**src/rtl/jk_bank_driver.sv**
```systemverilog
// Drives J/K of an external JK flop bank to a target word, with readback and retry.
// Build option JK_TOGGLE_EXCITE_EN: differing bits are driven J=K=1 (toggle).
module jk_bank_driver #(
  parameter int WIDTH     = 4,
  parameter int MAX_RETRY = 2
) (
  input  logic             clock,
  input  logic             reset,
  input  logic             req_valid,
  output logic             req_ready,
  input  logic [WIDTH-1:0] req_target,
  output logic [WIDTH-1:0] jk_j,
  output logic [WIDTH-1:0] jk_k,
  input  logic [WIDTH-1:0] jk_q,
  output logic             busy,
  output logic             done,
  output logic             err,
  output logic [WIDTH-1:0] last_mismatch
);

  localparam int RW = (MAX_RETRY > 0) ? $clog2(MAX_RETRY + 1) : 1;
  localparam logic [RW-1:0] RETRY_MAX = RW'(MAX_RETRY);

  typedef enum logic [1:0] {
    S_IDLE,
    S_DRIVE,
    S_CHECK
  } state_t;

  state_t           r_state;
  logic [WIDTH-1:0] r_target;
  logic [RW-1:0]    r_retry;
  logic [WIDTH-1:0] r_j;
  logic [WIDTH-1:0] r_k;
  logic             r_done;
  logic             r_err;
  logic [WIDTH-1:0] r_last_mismatch;

  logic [WIDTH-1:0] w_tgt;
  logic [WIDTH-1:0] w_exc_j;
  logic [WIDTH-1:0] w_exc_k;
  logic [WIDTH-1:0] w_mismatch;

  // In IDLE the excitation is built from the incoming request, else from the captured target.
  assign w_tgt      = (r_state == S_IDLE) ? req_target : r_target;
  assign w_mismatch = r_target ^ jk_q;

`ifdef JK_TOGGLE_EXCITE_EN
  assign w_exc_j = w_tgt ^ jk_q;
  assign w_exc_k = w_tgt ^ jk_q;
`else
  assign w_exc_j = w_tgt & ~jk_q;
  assign w_exc_k = ~w_tgt & jk_q;
`endif

  always_ff @(posedge clock or posedge reset) begin
    if (reset) begin
      r_state         <= S_IDLE;
      r_target        <= '0;
      r_retry         <= '0;
      r_j             <= '0;
      r_k             <= '0;
      r_done          <= 1'b0;
      r_err           <= 1'b0;
      r_last_mismatch <= '0;
    end else begin
      r_done <= 1'b0;
      r_err  <= 1'b0;
      r_j    <= '0;
      r_k    <= '0;
      unique case (r_state)
        S_IDLE: begin
          if (req_valid) begin
            r_target <= req_target;
            r_retry  <= '0;
            r_j      <= w_exc_j;
            r_k      <= w_exc_k;
            r_state  <= S_DRIVE;
          end
        end
        S_DRIVE: begin
          r_state <= S_CHECK;
        end
        S_CHECK: begin
          if (w_mismatch == '0) begin
            r_state         <= S_IDLE;
            r_done          <= 1'b1;
            r_last_mismatch <= '0;
          end else if (r_retry < RETRY_MAX) begin
            r_retry <= r_retry + RW'(1);
            r_j     <= w_exc_j;
            r_k     <= w_exc_k;
            r_state <= S_DRIVE;
          end else begin
            r_state         <= S_IDLE;
            r_err           <= 1'b1;
            r_last_mismatch <= w_mismatch;
          end
        end
        default: begin
          r_state <= S_IDLE;
        end
      endcase
    end
  end

  assign req_ready     = (r_state == S_IDLE);
  assign busy          = (r_state != S_IDLE);
  assign jk_j          = r_j;
  assign jk_k          = r_k;
  assign done          = r_done;
  assign err           = r_err;
  assign last_mismatch = r_last_mismatch;

endmodule

```
**config.mk**
```make
export PLATFORM = sky130hd
export DESIGN_NAME = jk_bank_driver
export DESIGN_NICKNAME = d
export VERILOG_FILES = /design/src/rtl/jk_bank_driver.sv
export SDC_FILE = /design/constraint.sdc
export NUM_CORES = 1
export LEC_CHECK = 0
export CAP_MARGIN = 20
export CORE_MARGIN = 2
export CORE_UTILIZATION = 50
export CTS_BUF_LIST = sky130_fd_sc_hd__clkbuf_4 sky130_fd_sc_hd__clkbuf_8 sky130_fd_sc_hd__clkbuf_16
export CTS_CLUSTER_SIZE = 20
export DETAILED_ROUTE_END_ITERATION = 8
export DONT_BUFFER_PORTS = 1
export PLACE_DENSITY = 0.75
export SLEW_MARGIN = 10
export SYNTH_ARGS = -nofsm -noshare
export SYNTH_HDL_FRONTEND = slang
export SYNTH_SLANG_ARGS = --single-unit
```
**constraint.sdc**
```tcl
create_clock -name clock -period 3.75 [get_ports clock]
set_input_delay 0.75 -clock clock [delete_from_list [all_inputs] [get_ports clock]]
set_output_delay 0.75 -clock clock [all_outputs]
set_load 0.1 [all_outputs]
```
Word level (Yosys, flattened, before mapping)
Cells that the tools add are included.
{"block": "op_classes", "reduce_logical": 7, "n_bitwise": 5, "mux": 24, "add_sub_neg": 1, "eq_ne": 6, "order_cmp": 1}
{"operator": "4-bit 2-to-1 mux", "count": 9}
{"operator": "4-bit one-hot mux with 2 select lines", "count": 2}
{"operator": "4-bit AND", "count": 2}
{"operator": "2-bit 2-to-1 mux", "count": 4}
{"operator": "2-bit != test, second input constant", "count": 4}
{"operator": "4-bit inverter", "count": 2}
{"operator": "1-bit 2-to-1 mux", "count": 7}
{"operator": "2-bit one-hot mux with 3 select lines", "count": 1}
{"operator": "4-bit logical NOT", "count": 1}
{"operator": "2-bit one-hot mux with 2 select lines", "count": 1}
{"operator": "2-bit AND reduction", "count": 2}
{"operator": "4-bit AND reduction", "count": 1}
{"operator": "2-bit nonzero test", "count": 2}
{"operator": "4-bit XOR", "count": 1}
{"operator": "2-bit by 1-bit adder with 2-bit output, second input constant", "count": 1}
{"operator": "2-bit by 1-bit == test with 1-bit output, second input constant", "count": 1}
{"operator": "2-bit == test, second input constant", "count": 1}
{"operator": "2-bit logical NOT", "count": 1}
{"operator": "2-bit < comparator, second input constant", "count": 1}
{"block": "word_totals", "input_bits": 11, "ff_bits": 22, "wordCells": 52, "output_inout_bits": 16}

Longest topological paths before layout
{"block": "depth", "depth_word": 7, "ltp_mapped": 5, "mapped_depth_nobuf": 5}

Worst setup path before layout
No wires, ideal clock.
{"block": "synth_path", "kind": "register -> output", "start": "register r_state[1]", "end": "output busy", "t_arrival_ns": 1.631, "t_required_ns": 3.000, "n_path_buf": 0, "setup_slack_ns": 1.369, "path_stages_with_launch": 3, "cell_sequence": "dfrtp_1 nor2_4 inv_1"}
{"block": "synth_between", "elab_chain_cells": 1}
{"item": "from (decl)", "line_no": "30", "rtl": "state_t r_state;"}
{"item": "from (signal assigned)", "line_no": "58", "rtl": "r_state <= S_IDLE;"}
{"item": "from (signal assigned)", "line_no": "78", "rtl": "r_state <= S_DRIVE;"}
{"item": "from (signal assigned)", "line_no": "82", "rtl": "r_state <= S_CHECK;"}
{"item": "2-bit nonzero test", "line_no": "108", "rtl": "assign busy = (r_state != S_IDLE);"}
{"item": "to (decl)", "line_no": "15", "rtl": "output logic busy,"}
No other way between the ends.

Final worst setup path
Same ends and word-level chain as after synthesis.

==> flow_metrics.py <==
metrics = {
    "placed_design": {
        "place.gp.congestion": 0.733,
        "portBuffers": 0,
        "post-dp-hpwl_um": 1120,
    },
    "grt": {
        "antenna_found_initial": 0,
        "grt_pass1_vias": 560,
        "grt_max_degree": 23,
        "globalRouteOverflowTotal": 0,
        "grt.total_usage_pct": 17.0,
        "grt_pass1_wl_um": 2450,
    },
    "min_path": {
        "hold_class": "in2async",
    },
    "cells_and_area": {
        "areaGrowthSynthToFinish_pct": 8.40,
        "drive_above_1_share_pct": 17.6,
        "diodes": 0,
        "final_nets": 86,
    },
    "timing": {
        "layout_min_cycle_time_ns": 2.44,
        "fin_crit_sh_pct": 65.1,
        "finalHoldViolCount": 0,
        "skew_ns": 0.00432,
        "rsz0062_at_grt": "no",
        "finalSetupViolations": 0,
        "tightest_slew_ns": 0.899,
        "final.setup.tns_ns": 0,
        "max_freq_ghz": 0.409,
        "relSlewSlack_pct": 40.1,
        "slew_violations": 0,
    },
    "yosys": {
        "synth.most_common_cell": "dfrtp_1",
        "async_reset_ff_share_pct": 100,
        "synth-seq-cells": 22,
        "yosysSeqAreaShare_pct": 61.6,
        "synth_compound_area_share_pct": 8.82,
        "synth_top_flop_cell": "dfrtp_1",
        "synth_cell_type_count": 21,
        "synth_edf_count": 0,
        "synth_fa_ha_area_share_pct": 0,
        "syn_inst": 69,
        "synth_top_area_share_pct": 61.6,
        "synth-simple-area-share_pct": 14.7,
        "synth.avg_cell_area_um2": 12.9,
        "synth_xor_area_share_pct": 3.92,
        "synthTopCellsByArea": "dfrtp_1, mux2_2, mux2i_1, xnor2_1, a21o_1",
        "synthTopCellsByCount": "dfrtp_1, nor2_1",
        "syn-cell-area_um2": 893,
        "ys_warn_count": 0,
        "syn-num-nets": 80,
        "synth_top_area_cell": "dfrtp_1",
        "synth_top_family_by_area": "simple AND/OR/NAND/NOR gates",
        "muxShareOfSynthArea_pct": 9.52,
    },
    "routing": {
        "ant_nets": 0,
        "first_pass_iters": 4,
        "wl_per_cell_um": 14.7,
        "num_vias": 529,
        "remaining_drc_errors": 0,
        "via_per_inst": 5.34,
        "wirelength_um": 1450,
        "dr.first_iter.drc_count": 2,
    },
    "clocking": {
        "ctsHoldBuffers": 0,
        "clkSinkCount": 22,
        "cts_made_buffers": 3,
        "ctsRootBufferMaster": "clkbuf_4",
        "insertion_delay_ns": 0.30,
        "cts_tree": "done",
        "postCtsSetupBuffers": 0,
        "cts_buffer_depth": 2,
        "clk_pin_slew_ns": 0.11,
        "post_cts_resize_count": 0,
        "cts.htree.levels": 1,
    },
    "critical_path": {
        "cp.required_ns": 3.00,
        "worstSetupPathType": "reg2out",
        "crit_path_end_kind": "output port",
        "cp.arrival_ns": 1.69,
        "start_kind": "register",
        "critPathMaxFanout": 7,
    },
    "floorplan": {
        "dieHeight_um": 46.3,
        "rows": 15,
        "core-area_mm2": 0.00171,
        "fp.dieArea_mm2": 0.00214,
        "fp.dieW_um": 46.3,
        "start_util_pct": 52.3,
        "ios": 27,
    },
    "run": {
        "drv_cap": 0,
    },
    "outcome": {
        "status": "finished, final reports clean",
    },
}
-- cells in the final DEF, fill, tap and decap left out --
| cell type | synthesis | final |
|---|---|---|
| and4_4 | 1 | 1 |
| inv_1 | 2 | 2 |
| nor3_1 | 4 | 4 |
| mux2_2 | 4 | 4 |
| mux2i_1 | 4 | 4 |
| nor2_4 | 1 | 1 |
| o311ai_1 | 1 | 1 |
| dfrtp_1 | 22 | 22 |
| clkbuf_4 | 0 | 3 |
| a21o_1 | 4 | 4 |
| buf_4 | 0 | 1 |
| and3_1 | 4 | 4 |
| nor2_1 | 5 | 5 |
| clkbuf_8 | 0 | 1 |
| clkinv_2 | 1 | 1 |
| o21ai_1 | 1 | 1 |
| xnor2_1 | 4 | 4 |
| and2_1 | 2 | 2 |
| nand2b_1 | 1 | 1 |
| nor2b_1 | 3 | 3 |
| o41ai_1 | 1 | 1 |
| o31a_4 | 1 | 1 |
| a22o_1 | 1 | 1 |
| nand2_1 | 2 | 2 |
-- critical path, stage by stage, from the launching register on --
cell and delay, ns:
dfrtp_1 0.44, nor2_4 0.05, buf_4 0.25, inv_1 0.65
-- sequential cells by signal (all words and copies together), names as in the netlist --
signal / flops
jk_k: 4
r_retry: 2
last_mismatch: 4
r_target: 4
r_state: 2
jk_j: 4
done: 1
err: 1
-- cell families after synthesis --
kind of cell           count (synthesis)
AO/OA/AOI/OAI                          9
multiplexers                           8
buffers and inverters                  3
flip-flops                            22
XOR/XNOR                               4
AND/OR/NAND/NOR                       23
-- routing by layer --
metal | vias to the layer above | routed length, um | track usage [%]
li1 | 250 | - | -
met1 | 256 | 596 | 18.6
met2 | 21 | 730 | 28.3
met3 | 2 | 111 | 7.84
met4 | 0 | 12 | 6.86
met5 | - | 0 | 0
-- area by class of cell --
cell class / instances / area (um^2)
Timing Repair Buffer: 1 / 7.51
Inverter: 3 / 12.5
Sequential cell: 22 / 551
Multi-Input combinational cell: 44 / 330
Fill cell: 153 / 739
Clock buffer: 4 / 36.3
Tap cell: 25 / 31.3
-- through the flow --
step	cells	instance area, um^2	worst slack (ns)	utilization [%]	hold slack [ns]
final	99	968	1.31	56.7	0.462
after global routing	99	968	1.22	56.7	0.476
after CTS	99	968	1.28	56.7	0.480
after detailed placement	95	932	1.64	54.6	0.486
after global placement	95	932	1.66	54.6	0.472
after floorplan	69	893	1.37	-	0.446
-- final timing paths --
check / startpoint / end / slack [ns] / cells after the start
min reg2reg: r_retry[0] / r_retry[0] / 0.50 / 1
max: r_state[1] / busy / 1.31 / 3
min: reset / jk_k[0] / 0.46 / 1
max reg2reg: r_state[1] / jk_k[2] / 2.02 / 6
min in group clock: jk_q[0] / jk_j[0] / 0.50 / 1
max in group asynchronous: reset / jk_j[1] / 2.81 / 1
Power is left out: the tool's default activity adds up to more than one toggle a clock period on the data nets, which glitch-free logic cannot reach.
